$ cat src/rtl/branch_resolve_unit.sv
// Branch resolution unit: evaluates a RISC-V branch condition from the flags of
// A-B, presents the result on a valid/ready handshake and requests a pipeline
// flush of FLUSH_CYCLES cycles after a taken branch. Keeps saturating
// statistics of resolved and taken branches.
module branch_resolve_unit #(
  parameter int WIDTH        = 32,
  parameter int FLUSH_CYCLES = 2,
  parameter int CNT_W        = 16
) (
  input  logic             clk,
  input  logic             rst_n,
  input  logic             in_valid,
  output logic             in_ready,
  input  logic [2:0]       cond,
  input  logic             zero_flag,
  input  logic             negative_flag,
  input  logic             overflow_flag,
  input  logic             carry_flag,
  input  logic [WIDTH-1:0] target,
  output logic             out_valid,
  input  logic             out_ready,
  output logic             taken,
  output logic [WIDTH-1:0] redirect_pc,
  output logic             illegal,
  output logic [3:0]       status,
  output logic             flush,
  output logic [CNT_W-1:0] branch_count,
  output logic [CNT_W-1:0] taken_count
);

  typedef enum logic [1:0] {IDLE, HOLD, FLUSH} state_e;

  localparam logic [3:0]       FLUSH_INIT = 4'(FLUSH_CYCLES);
  localparam logic [CNT_W-1:0] CNT_MAX    = {CNT_W{1'b1}};

  state_e             state_q;
  logic               taken_q, illegal_q, flush_q;
  logic [WIDTH-1:0]   redirect_q;
  logic [3:0]         status_q;
  logic [3:0]         fcnt_q;
  logic [CNT_W-1:0]   bcnt_q, tcnt_q;
  logic               taken_d, illegal_d;
  logic               accept, retire_taken;

  assign accept       = in_valid && (state_q == IDLE);
  assign retire_taken = (state_q == HOLD) && out_ready && taken_q;

  // Condition decode on the live flags, so the result is ready at acceptance.
  always_comb begin
    taken_d   = 1'b0;
    illegal_d = 1'b0;
    case (cond)
      3'b000:  taken_d = zero_flag;
      3'b001:  taken_d = ~zero_flag;
      3'b100:  taken_d = negative_flag ^ overflow_flag;
      3'b101:  taken_d = ~(negative_flag ^ overflow_flag);
      3'b110:  taken_d = ~carry_flag;
      3'b111:  taken_d = carry_flag;
      default: illegal_d = 1'b1;
    endcase
  end

  // Control FSM with the latched result; the result only changes on accept,
  // so it stays stable through back-pressure and after retirement.
  always_ff @(posedge clk or negedge rst_n) begin
    if (!rst_n) begin
      state_q    <= IDLE;
      taken_q    <= 1'b0;
      illegal_q  <= 1'b0;
      flush_q    <= 1'b0;
      redirect_q <= '0;
      status_q   <= '0;
      fcnt_q     <= '0;
    end else begin
      case (state_q)
        IDLE: if (in_valid) begin
          state_q    <= HOLD;
          taken_q    <= taken_d;
          illegal_q  <= illegal_d;
          redirect_q <= taken_d ? target : '0;
          status_q   <= {negative_flag, zero_flag, carry_flag, overflow_flag};
        end
        HOLD: if (out_ready) begin
          if (taken_q) begin
            state_q <= FLUSH;
            flush_q <= 1'b1;
            fcnt_q  <= FLUSH_INIT;
          end else begin
            state_q <= IDLE;
          end
        end
        FLUSH: begin
          // Counter holds the flush cycles still to go including this one.
          if (fcnt_q <= 4'd1) begin
            state_q <= IDLE;
            flush_q <= 1'b0;
            fcnt_q  <= '0;
          end else begin
            fcnt_q <= fcnt_q - 4'd1;
          end
        end
        default: begin
          state_q <= IDLE;
          flush_q <= 1'b0;
        end
      endcase
    end
  end

  // Saturating statistics counters.
  always_ff @(posedge clk or negedge rst_n) begin
    if (!rst_n) begin
      bcnt_q <= '0;
      tcnt_q <= '0;
    end else begin
      if (accept && bcnt_q != CNT_MAX)       bcnt_q <= bcnt_q + 1'b1;
      if (retire_taken && tcnt_q != CNT_MAX) tcnt_q <= tcnt_q + 1'b1;
    end
  end

  assign in_ready     = (state_q == IDLE);
  assign out_valid    = (state_q == HOLD);
  assign taken        = taken_q;
  assign illegal      = illegal_q;
  assign redirect_pc  = redirect_q;
  assign status       = status_q;
  assign flush        = flush_q;
  assign branch_count = bcnt_q;
  assign taken_count  = tcnt_q;

endmodule

$ cat config.mk
export PLATFORM = sky130hd
export DESIGN_NAME = branch_resolve_unit
export DESIGN_NICKNAME = d
export VERILOG_FILES = /design/src/rtl/branch_resolve_unit.sv
export SDC_FILE = /design/constraint.sdc
export NUM_CORES = 1
export LEC_CHECK = 0
export CORE_MARGIN = 2
export CORE_UTILIZATION = 45
export DETAILED_ROUTE_END_ITERATION = 6
export GPL_TIMING_DRIVEN = 0
export MAX_ROUTING_LAYER = met4
export PLACE_DENSITY = 0.8
export SYNTH_ARGS = -nofsm -noshare
export SYNTH_HDL_FRONTEND = slang
export SYNTH_SLANG_ARGS = --single-unit
$ cat constraint.sdc
create_clock -name clk -period 2.7 [get_ports clk]
set_clock_uncertainty 0.1 [all_clocks]
set_input_delay 0.54 -clock clk [delete_from_list [all_inputs] [get_ports clk]]
set_output_delay 0.54 -clock clk [all_outputs]
set_load 0.02 [all_outputs]
==> qor.yml <==
clk_latency_ns: 0.33
netlist_area_um2: 3358
netSwitchingFraction_pct: 37.28
regToRegStartpoint: "branch_count[12]"
cp-start-kind: "input pin"
die_h_um: 90.39
ys_ff_latch: 77
pwr-share-comb_pct: 43.5
root_buffer: "clkbuf_8"
slew_headroom_pct: 36.16
endpoint_kind: "flop"
netlist_instances: 276
worstRegToRegCells: 4
fillers: 590
antenna_found_initial: 0
syn_nets: 323
fin_util_pct: 66.59
synth_edf_count: 0
crit_path_max_fanout: 10
hp-class: "in -> async"
ys.flop_type: "dfrtp_1"
p_per_area_nw_per_um2: 969.1
drv_cap: 0
yosys_warnings: 0
n_antenna_cell: 0
dpl.hpwl_mm: 5.775
setup_violations: 0
seq_power_share_pct: 39.7
clk_path_buf_depth: 2
grt_pass1_wl_mm: 13.22
tightest_slew_ns: 0.9497
cpPeakStageDelay_ns: 0.49
cts_max_level: 3
grt-ovfl-total: 0
fin_cells: 507
rsz0062_at_grt: "no"
min_period_ns: 2.305
grt_pass1_vias: 2769
max_freq_ghz: 0.4338
cts_buffers: 9
post-place-cells: 491
crit_chain: "clkdlybuf4s50_1, xor3_1, nand3b_1, a31oi_1, buf_2, a22o_1"
drc_errors: 0
antenna_left: 0
dr.first_iter.drc_count: 78
synth_cell_types: 44
place_congestion: 0.8032
r2r_slack_ns: 0.48
vias: 2630
grt_usage_pct: 20.39
ff_latch_area_um2: 1927
drt-total-wl_mm: 7.799
wl_per_cell_um: 15.38
internal_power_w: 0.002936
cts-resized-gates: 0
power.leakage_nw: 2.118
period_share_pct: 85.39
num_io_pins: 116
crit_required_ns: 2.87
crit_arrival_ns: 2.47
die_w_um: 90.39
post_cts_buffers: 0
slowest_stage: "clkdlybuf4s50_1"
clk_pin_slew_worst_paths_ns: 0.07
r2r-end: "branch_count[1]"
drtPass1Iterations: 4
p_switching_w: 0.001745
outcome: "finished, final reports clean"
power_w: 0.004680
ir_worst_vdd_v: 0.0005653
die_area_um2: 8169
synth_seq_area_share_pct: 57.38
nNetsFinal: 450
crit_type: "in -> reg"
viasPerCell: 5.187
cts_hold_buf: 0
ys_async_sr_fraction_pct: 100.0
core_area_um2: 7253
finalMaxSlewViolations: 0
start_util_pct: 46.30
areaGrowthSynthToFinish_pct: 43.82
dp_worst_setup_slack_ns: 0.04409
rows: 31
multi_input_area_um2: 1358
cts_tree: "done"
setup_slack_ns: 0.3946
crit_family: "buffers and inverters"
avgSynthCellArea_um2: 12.17
clock-sinks: 77
place.port_buffers: 115
crit_buf_inv: 2
timing.hold.ws_ns: 0.05161
p_clk_share_pct: 16.8
layout-drive-gt1-share_pct: 8.578
hold_viol: 0
grt_max_degree: 45
## synth_stat cells, types with 7 or more instances
| master | number | share of area, % |
|---|---|---|
| nand2_1 | 16 | 1.8 |
| mux2_2 | 7 | 2.3 |
| xor2_1 | 19 | 5.0 |
| nand4_1 | 8 | 1.5 |
| inv_1 | 7 | 0.78 |
| dfrtp_1 | 77 | 57 |
| a22o_1 | 32 | 8.3 |
| xnor2_1 | 11 | 2.9 |
| nand3_1 | 12 | 1.8 |
| nor3_1 | 12 | 1.8 |
| nor2_1 | 7 | 0.78 |
## placed cells by master (no fill, tap or decap), drive strengths merged, types with 2 or more instances in the layout
master,count
clkdlybuf4s50,114
dfrtp,77
a22o,32
xor2,19
nand2,16
clkbuf,16
nand3,12
nor3,12
xnor2,11
buf,10
nand4,8
nor2,8
mux2,8
inv,7
nor4,7
o21ai,5
nand2b,4
ha,4
nor3b,4
o31ai,3
or3,3
nand4b,2
and4,2
and3,2
and4b,2
a31oi,2
a21o,2
and2,2
clkinvlp,2
nor4b,2
## final cells by class
class                           count  area share (%)
Buffer                             11          0.9845
Clock buffer                       13           3.290
Clock inverter                      3          0.4145
Inverter                            7          0.5440
Multi-Input combinational cell    181           28.11
Sequential cell                    77           39.90
Tap cell                           99           2.565
Timing Repair Buffer              116           24.20
## sequential cells by signal, summed over array words and instances, names as in the netlist
register / cells
taken: 1
redirect_pc: 32
state_q: 2
taken_count: 16
fcnt_q: 4
flush: 1
status: 4
illegal: 1
branch_count: 16
## power by group through the flow
stage	Combinational, W	Sequential (W)	Clock, W
after floorplan	0.000647	0.00224	0
after CTS	0.00206	0.00186	0.000810
after global placement	0.00200	0.00186	0
after detailed placement	0.00206	0.00187	0
after global routing	0.00217	0.00192	0.000860
final	0.00204	0.00186	0.000787
## worst max path at each step
| stage | startpoint | to | depth (start not counted) |
|---|---|---|---|
| finish | cond[0] | redirect_pc[26] | 6 |
| global route | out_ready | taken_count[15] | 5 |
| CTS | in_valid | redirect_pc[26] | 6 |
| detailed placement | in_valid | illegal | 6 |
| global placement | rst_n | redirect_pc[31] | 1 |
| floorplan | branch_count[7] | branch_count[1] | 4 |
## metrics by stage
| step | setup TNS, ns | cell area, µm² |
|---|---|---|
| 2_1_floorplan | 0 | 3358 |
| 3_3_place_gp | -125.74 | 4633 |
| 3_5_place_dp | 0 | 4651 |
| 4_1_cts | 0 | 4830 |
| 5_1_grt | 0 | 4830 |
| 6_report | 0 | 4830 |
## cell families (layout without fill, tap and decap cells)
family,after synthesis,after routing,share of synthesized area (%)
flops,77,77,57.38
mux,8,8,2.683
compound gates,47,47,11.29
fa+ha+maj,4,4,1.490
simple gates,91,91,16.43
buf+inv,18,150,2.198
xor+xnor,31,31,8.532
## per-layer routing
metal / vias to the layer above / wire, µm / global-route usage (%)
met2: 86 / 3755 / 32.21
met5: - / 0 / -
met3: 15 / 405 / 4.257
met4: 0 / 173 / 8.590
met1: 1260 / 3465 / 25.75
li1: 1269 / - / -
Power figures use the tool's default switching activity.
